## src/rtl/polyunit_ntt_sched.sv

```systemverilog
// Butterfly scheduler for the Kyber polynomial unit: sequences a 256-point NTT/INTT
// over the coefficient RAM and delays the issue addresses to the write-back port.
//
// state  | meaning
// S_IDLE   | waiting for a start with a legal mode
// S_RUN    | one butterfly issue per cycle for layer r_lyr
// S_DRAIN  | BFLAT idle cycles so the layer's last write lands
// S_SCALE  | INTT final scaling pass, 128 issues
// S_SDRAIN | BFLAT idle cycles after the scaling pass
// S_FIN    | done pulse, back to idle
module polyunit_ntt_sched #(
   parameter int ADDWID = 8,
   parameter int ZWID   = 7,
   parameter int BFLAT  = 4
) (
   input  logic              i_clk,
   input  logic              i_rst_n,
   input  logic              i_start,
   input  logic [1:0]        i_mode,
   output logic              o_rd_en,
   output logic [ADDWID-1:0] o_rd_addr_a,
   output logic [ADDWID-1:0] o_rd_addr_b,
   output logic [ZWID-1:0]   o_zeta_idx,
   output logic              o_bf_gs,
   output logic              o_scale_en,
   output logic              o_wr_en,
   output logic [ADDWID-1:0] o_wr_addr_a,
   output logic [ADDWID-1:0] o_wr_addr_b,
   output logic              o_busy,
   output logic              o_done
);

   typedef enum logic [2:0] {S_IDLE, S_RUN, S_DRAIN, S_SCALE, S_SDRAIN, S_FIN} state_t;

   typedef struct packed {
      logic [ADDWID-1:0] a;
      logic [ADDWID-1:0] b;
      logic [ZWID-1:0]   z;
   } issue_t;

   localparam logic [3:0] DRAIN_LD = 4'(BFLAT - 1);

   state_t     r_state;
   logic       r_intt;
   logic [2:0] r_lyr;
   logic [6:0] r_cnt;
   logic [3:0] r_tmr;

   // len is a power of two, so grp/off are a split of cnt at bit log2(len)
   function automatic issue_t f_issue(input logic intt, input logic scale,
                                      input logic [2:0] lyr, input logic [6:0] cnt);
      issue_t     r;
      logic [2:0] lg;
      logic [7:0] mask;
      logic [7:0] grp;
      logic [7:0] a;
      logic [7:0] z;
      lg   = intt ? lyr + 3'd1 : 3'd7 - lyr;
      mask = (8'd1 << lg) - 8'd1;
      grp  = {1'b0, cnt} >> lg;
      a    = (({1'b0, cnt} & ~mask) << 1) | ({1'b0, cnt} & mask);
      z    = intt ? (8'hFF >> lg) - grp : (8'd1 << lyr) + grp;
      if (scale) begin
         r.a = ADDWID'({1'b0, cnt});
         r.b = ADDWID'({1'b1, cnt});
         r.z = '0;
      end else begin
         r.a = ADDWID'(a);
         r.b = ADDWID'(a + mask + 8'd1);
         r.z = ZWID'(z);
      end
      return r;
   endfunction

   always_ff @(posedge i_clk or negedge i_rst_n) begin
      if (!i_rst_n) begin
         r_state     <= S_IDLE;
         r_intt      <= 1'b0;
         r_lyr       <= '0;
         r_cnt       <= '0;
         r_tmr       <= '0;
         o_rd_en     <= 1'b0;
         o_rd_addr_a <= '0;
         o_rd_addr_b <= '0;
         o_zeta_idx  <= '0;
         o_bf_gs     <= 1'b0;
         o_scale_en  <= 1'b0;
         o_busy      <= 1'b0;
         o_done      <= 1'b0;
      end else begin
         o_rd_en <= 1'b0;
         o_done  <= 1'b0;
         case (r_state)
            S_IDLE: begin
               if (i_start && i_mode[0]) begin
                  r_state    <= S_RUN;
                  r_intt     <= i_mode[1];
                  r_lyr      <= '0;
                  r_cnt      <= '0;
                  o_busy     <= 1'b1;
                  o_rd_en    <= 1'b1;
                  o_bf_gs    <= i_mode[1];
                  o_scale_en <= 1'b0;
                  {o_rd_addr_a, o_rd_addr_b, o_zeta_idx} <= f_issue(i_mode[1], 1'b0, 3'd0, 7'd0);
               end
            end
            S_RUN: begin
               if (r_cnt == 7'd127) begin
                  r_state <= S_DRAIN;
                  r_tmr   <= DRAIN_LD;
               end else begin
                  r_cnt   <= r_cnt + 7'd1;
                  o_rd_en <= 1'b1;
                  {o_rd_addr_a, o_rd_addr_b, o_zeta_idx} <= f_issue(r_intt, 1'b0, r_lyr, r_cnt + 7'd1);
               end
            end
            S_DRAIN: begin
               if (r_tmr != 4'd0) begin
                  r_tmr <= r_tmr - 4'd1;
               end else if (r_lyr != 3'd6) begin
                  r_state <= S_RUN;
                  r_lyr   <= r_lyr + 3'd1;
                  r_cnt   <= '0;
                  o_rd_en <= 1'b1;
                  {o_rd_addr_a, o_rd_addr_b, o_zeta_idx} <= f_issue(r_intt, 1'b0, r_lyr + 3'd1, 7'd0);
               end else if (r_intt) begin
                  r_state    <= S_SCALE;
                  r_cnt      <= '0;
                  o_rd_en    <= 1'b1;
                  o_scale_en <= 1'b1;
                  {o_rd_addr_a, o_rd_addr_b, o_zeta_idx} <= f_issue(1'b1, 1'b1, r_lyr, 7'd0);
               end else begin
                  r_state <= S_FIN;
                  o_done  <= 1'b1;
                  o_busy  <= 1'b0;
               end
            end
            S_SCALE: begin
               if (r_cnt == 7'd127) begin
                  r_state    <= S_SDRAIN;
                  r_tmr      <= DRAIN_LD;
                  o_scale_en <= 1'b0;
               end else begin
                  r_cnt   <= r_cnt + 7'd1;
                  o_rd_en <= 1'b1;
                  {o_rd_addr_a, o_rd_addr_b, o_zeta_idx} <= f_issue(1'b1, 1'b1, r_lyr, r_cnt + 7'd1);
               end
            end
            S_SDRAIN: begin
               if (r_tmr != 4'd0) begin
                  r_tmr <= r_tmr - 4'd1;
               end else begin
                  r_state <= S_FIN;
                  o_done  <= 1'b1;
                  o_busy  <= 1'b0;
               end
            end
            S_FIN:   r_state <= S_IDLE;
            default: r_state <= S_IDLE;
         endcase
      end
   end

   // write-back delay line runs regardless of state so in-flight writes always land
   logic [BFLAT-1:0]  r_wen;
   logic [ADDWID-1:0] r_wa [BFLAT];
   logic [ADDWID-1:0] r_wb [BFLAT];

   always_ff @(posedge i_clk or negedge i_rst_n) begin
      if (!i_rst_n) begin
         r_wen <= '0;
         for (int i = 0; i < BFLAT; i++) begin
            r_wa[i] <= '0;
            r_wb[i] <= '0;
         end
      end else begin
         r_wen[0] <= o_rd_en;
         r_wa[0]  <= o_rd_addr_a;
         r_wb[0]  <= o_rd_addr_b;
         for (int i = 1; i < BFLAT; i++) begin
            r_wen[i] <= r_wen[i-1];
            r_wa[i]  <= r_wa[i-1];
            r_wb[i]  <= r_wb[i-1];
         end
      end
   end

   assign o_wr_en     = r_wen[BFLAT-1];
   assign o_wr_addr_a = r_wa[BFLAT-1];
   assign o_wr_addr_b = r_wb[BFLAT-1];

endmodule

```

## config.mk

```make
export PLATFORM = sky130hd
export DESIGN_NAME = polyunit_ntt_sched
export DESIGN_NICKNAME = d
export VERILOG_FILES = /design/src/rtl/polyunit_ntt_sched.sv
export SDC_FILE = /design/constraint.sdc
export NUM_CORES = 1
export LEC_CHECK = 0
export BUFFER_PORTS_ARGS = -buffer_cell sky130_fd_sc_hd__buf_2
export CORE_MARGIN = 5
export CORE_UTILIZATION = 50
export CTS_CLUSTER_SIZE = 28
export DETAILED_ROUTE_END_ITERATION = 6
export GPL_TIMING_DRIVEN = 1
export PLACE_DENSITY_LB_ADDON = 0.25
export SLEW_MARGIN = 20
export SYNTH_ARGS = -nofsm -noshare
export SYNTH_HDL_FRONTEND = slang
export SYNTH_SLANG_ARGS = --single-unit
```

## constraint.sdc

```tcl
create_clock -name i_clk -period 5.05 [get_ports i_clk]
set_input_delay 0.505 -clock i_clk [delete_from_list [all_inputs] [get_ports i_clk]]
set_output_delay 0.505 -clock i_clk [all_outputs]
set_load 0.01 [all_outputs]
```

==> flow_results.xml <==
<?xml version="1.0" encoding="UTF-8"?>
<metrics>
  <group name="run_status">
    <metric name="run_status" unit="">finished, final reports clean</metric>
  </group>
  <group name="clock_tree">
    <metric name="post_cts_buffers" unit="">0</metric>
    <metric name="cts_resized" unit="">0</metric>
    <metric name="worst_setup_hold_path_clk_slew" unit="ns">0.05</metric>
    <metric name="clk_buf_depth" unit="">2</metric>
    <metric name="clockRootBuffer" unit="">sky130_fd_sc_hd__clkbuf_16</metric>
    <metric name="cts_tree" unit="">done</metric>
    <metric name="htree_num_levels" unit="">4</metric>
    <metric name="postCtsHoldBufs" unit="">0</metric>
    <metric name="cts_buffers" unit="">17</metric>
    <metric name="cts_num_sinks" unit="">113</metric>
    <metric name="insertion_delay" unit="ns">0.41</metric>
  </group>
  <group name="synth">
    <metric name="synth_edf_count" unit="">0</metric>
    <metric name="synthesis.instances" unit="">577</metric>
    <metric name="total_of_flip_flops_plus_latches_after_synthesis" unit="">113</metric>
    <metric name="async_flop_share" unit="%">100.0</metric>
    <metric name="synth.lib_cells_used.distinct" unit="">77</metric>
    <metric name="mappedNetlistArea" unit="sq um">5842</metric>
    <metric name="synthesis.nets" unit="">613</metric>
    <metric name="yosys_warns" unit="">0</metric>
    <metric name="postSynthAreaPerCell" unit="sq um">10.12</metric>
    <metric name="seq_area_frac_synth" unit="%">48.40</metric>
    <metric name="synth_top_flop_cell" unit="">sky130_fd_sc_hd__dfrtp_1</metric>
  </group>
  <group name="routing">
    <metric name="number_of_remaining_drc_errors" unit="">0</metric>
    <metric name="final_wirelength" unit="mm">13.52</metric>
    <metric name="detailed_route_via_count" unit="">4422</metric>
    <metric name="post_drt_wl_per_cell" unit="um">17.74</metric>
    <metric name="first_pass_iters" unit="">6</metric>
    <metric name="viasPerCell" unit="">5.803</metric>
    <metric name="route.antenna.remaining_nets" unit="">0</metric>
    <metric name="detail_route.iter0.violations" unit="">411</metric>
  </group>
  <group name="finish">
    <metric name="layout-drive-gt1-share" unit="%">17.77</metric>
    <metric name="syn_to_final_growth" unit="%">13.56</metric>
    <metric name="final_core_util" unit="%">58.10</metric>
    <metric name="layout.nets" unit="">642</metric>
    <metric name="layout.cells.non_filler" unit="">762</metric>
    <metric name="antenna_cells_inserted" unit="">0</metric>
    <metric name="layout_commonest_cell" unit="">sky130_fd_sc_hd__dfrtp_1</metric>
    <metric name="most_frequent_cells_in_the_layout" unit="">113 x sky130_fd_sc_hd__dfrtp_1, 56 x sky130_fd_sc_hd__nand2_1, 51 x sky130_fd_sc_hd__nor2_1</metric>
  </group>
  <group name="worst_setup_path">
    <metric name="path_cells" unit="">ha_1 &gt; ha_1 &gt; mux2_4 &gt; nand2_1 &gt; ha_1 &gt; xnor2_1 &gt; a22o_1 &gt; ha_1 &gt; nor2b_1 &gt; o21ai_0 &gt; nand2b_1 &gt; a2111oi_0 &gt; a31oi_1 &gt; o21ai_0 &gt; a32o_1</metric>
    <metric name="critical-path-top-delay-family" unit="">adder cells</metric>
    <metric name="crit_path_max_fanout" unit="">12</metric>
    <metric name="crit_start_category" unit="">flip-flop</metric>
    <metric name="timing.critical_path.slowest_cell_delay" unit="ns">0.52</metric>
    <metric name="cp.arrival" unit="ns">4.44</metric>
    <metric name="crit_required" unit="ns">5.39</metric>
    <metric name="crit_buf_inv" unit="">0</metric>
    <metric name="slowest_stage" unit="">sky130_fd_sc_hd__ha_1</metric>
    <metric name="cp_common_cell" unit="">sky130_fd_sc_hd__ha_1</metric>
    <metric name="worstSetupPathType" unit="">flip-flop to flip-flop</metric>
    <metric name="cp-end-kind" unit="">flip-flop</metric>
  </group>
  <group name="floorplanning">
    <metric name="initial_utilization" unit="%">51.16</metric>
    <metric name="fp-row-count" unit="">39</metric>
    <metric name="num_io_pins" unit="">50</metric>
    <metric name="design.die.area" unit="sq um">13950</metric>
    <metric name="core_area" unit="sq um">11420</metric>
    <metric name="floorplan.die.width" unit="um">118.1</metric>
    <metric name="die_height" unit="um">118.1</metric>
  </group>
  <group name="global_routing">
    <metric name="use_met1" unit="%">25.83</metric>
    <metric name="largest_net_degree_at_the_start_of_global_routing" unit="">77</metric>
    <metric name="grt.busiest_layer" unit="">met2</metric>
    <metric name="use_met3" unit="%">5.574</metric>
    <metric name="global_route.usage.met2" unit="%">32.14</metric>
    <metric name="grt_pass1_wl" unit="mm">22.74</metric>
    <metric name="first_global_vias" unit="">4493</metric>
    <metric name="grtUsageTotal" unit="%">20.34</metric>
    <metric name="gr-total-overflow" unit="">0</metric>
    <metric name="grt_antenna_before_repair" unit="">0</metric>
  </group>
  <group name="sta">
    <metric name="max-slew-margin-rel" unit="%">40.53</metric>
    <metric name="grt_setup_unrepaired" unit="">false</metric>
    <metric name="worstMarginPinSlew" unit="ns">0.8920</metric>
    <metric name="postLayoutSetupSlackWorst" unit="ns">0.9437</metric>
    <metric name="post-route-period-util" unit="%">81.31</metric>
    <metric name="finalClockSkew" unit="ns">0.009694</metric>
    <metric name="max_freq" unit="MHz">243.5</metric>
    <metric name="timing.final.hold_violations" unit="">0</metric>
    <metric name="drv_slew" unit="">0</metric>
    <metric name="fin_worst_hold_slack" unit="ns">0.2158</metric>
    <metric name="setup_viol" unit="">0</metric>
    <metric name="final.min_clock_period" unit="ns">4.106</metric>
    <metric name="totalNegativeSetupSlack" unit="ns">0</metric>
  </group>
  <group name="placement">
    <metric name="portBuffers" unit="">49</metric>
    <metric name="place.gp.congestion" unit="">0.9138</metric>
    <metric name="placed_cells" unit="">730</metric>
    <metric name="dp.final_hpwl" unit="mm">9.767</metric>
    <metric name="dp_slack" unit="ns">1.007</metric>
  </group>
  <group name="flow_run">
    <metric name="cap_viol_max_count" unit="">0</metric>
  </group>
  <group name="power_and_ir_drop">
    <metric name="power.density_cell_area" unit="nW/um^2">721.5</metric>
    <metric name="worst_ir_drop_vdd" unit="V">0.0005293</metric>
    <metric name="power.leakage" unit="nW">3.043</metric>
  </group>
  <group name="min_path">
    <metric name="holdCritPathClass" unit="">primary input to async pin</metric>
  </group>
</metrics>
-- Yosys cell counts (7+ instances only) --
| cell type | n | area (sq um) |
|---|---|---|
| sky130_fd_sc_hd__a21oi_1 | 43 | 215.2 |
| sky130_fd_sc_hd__buf_2 | 7 | 35.03 |
| sky130_fd_sc_hd__xor2_1 | 8 | 70.07 |
| sky130_fd_sc_hd__xnor2_1 | 13 | 113.9 |
| sky130_fd_sc_hd__nor2_1 | 51 | 191.4 |
| sky130_fd_sc_hd__and2_1 | 7 | 43.79 |
| sky130_fd_sc_hd__nand2_1 | 56 | 210.2 |
| sky130_fd_sc_hd__nor3_1 | 10 | 50.05 |
| sky130_fd_sc_hd__nor2b_1 | 10 | 62.56 |
| sky130_fd_sc_hd__nand3_1 | 7 | 35.03 |
| sky130_fd_sc_hd__clkbuf_1 | 16 | 60.06 |
| sky130_fd_sc_hd__dfrtp_1 | 113 | 2828 |
| sky130_fd_sc_hd__a31oi_1 | 8 | 50.05 |
| sky130_fd_sc_hd__ha_1 | 29 | 362.9 |
| sky130_fd_sc_hd__nand2b_1 | 8 | 50.05 |
| sky130_fd_sc_hd__o21ai_0 | 31 | 155.2 |
| sky130_fd_sc_hd__inv_1 | 18 | 67.56 |
| sky130_fd_sc_hd__buf_4 | 18 | 135.1 |
-- state kept, by name (all words and copies together), names as in the netlist --
register	cells
o_busy	1
o_done	1
o_rd_addr_a	8
o_rd_addr_b	8
o_rd_en	1
o_scale_en	1
o_wr_addr_a	8
o_wr_addr_b	8
o_zeta_idx	7
r_cnt	7
r_intt	1
r_lyr	3
r_state	3
r_tmr	4
r_wa	24
r_wb	24
r_wen	4
-- stage by stage --
stage | area [sq um] | total power (W)
after floorplan | 5842 | 0.003095
after global placement | 6042 | 0.003563
after detailed placement | 6042 | 0.003616
after CTS | 6633 | 0.004810
after global routing | 6634 | 0.005159
final | 6634 | 0.004786
-- final cells by class --
type	count	area, sq um
Fill cell	986	4785
Sequential cell	113	2828
Multi-Input combinational cell	399	2673
Clock buffer	20	456.7
Timing Repair Buffer	54	285.3
Tap cell	143	178.9
Clock inverter	12	133.9
Inverter	21	78.83
-- power by group --
group / total, W / switching, W / internal (W) / leakage [nW]
registers: 0.00148 / 0.000244 / 0.00124 / 1.42
clock network: 0.00116 / 0.000410 / 0.000752 / 0.286
logic: 0.00214 / 0.00129 / 0.000853 / 1.33
total: 0.00479 / 0.00194 / 0.00285 / 3.04
-- path summary, 6_finish.rpt --
check,startpoint,endpoint,slack (ns),cells after the start
max,r_lyr[0]$_DFFE_PN0P_,o_rd_addr_b[6]$_DFFE_PN0P_,0.94,15
min,i_rst_n,o_wr_addr_a[7]$_DFF_PN0_,0.22,1
max reg2reg,r_lyr[0]$_DFFE_PN0P_,o_rd_addr_b[6]$_DFFE_PN0P_,0.94,15
min reg2reg,r_wa[20]$_DFF_PN0_,r_wa[12]$_DFF_PN0_,0.34,0
max in group asynchronous,i_rst_n,o_zeta_idx[2]$_DFFE_PN0P_,3.79,2
min in group i_clk,r_wa[20]$_DFF_PN0_,r_wa[12]$_DFF_PN0_,0.34,0
-- routing by layer --
metal	vias up	wire, um	part of all wire, %
met4	0	452	3.3
li1	2086	-	-
met1	2152	5853	43
met3	34	810	6.0
met2	150	6400	47
met5	-	0	0
-- logic make-up after synthesis --
logic type      count (synthesis)  synth area share (%)
mux                             7                 1.328
buf+inv                        65                 5.868
simple gates                  178                 15.14
compound gates                160                 18.66
xor+xnor                       23                 3.706
fa+ha+maj                      31                 6.897
flops                         113                 48.40
No activity file was read; power rests on OpenSTA's default activity.
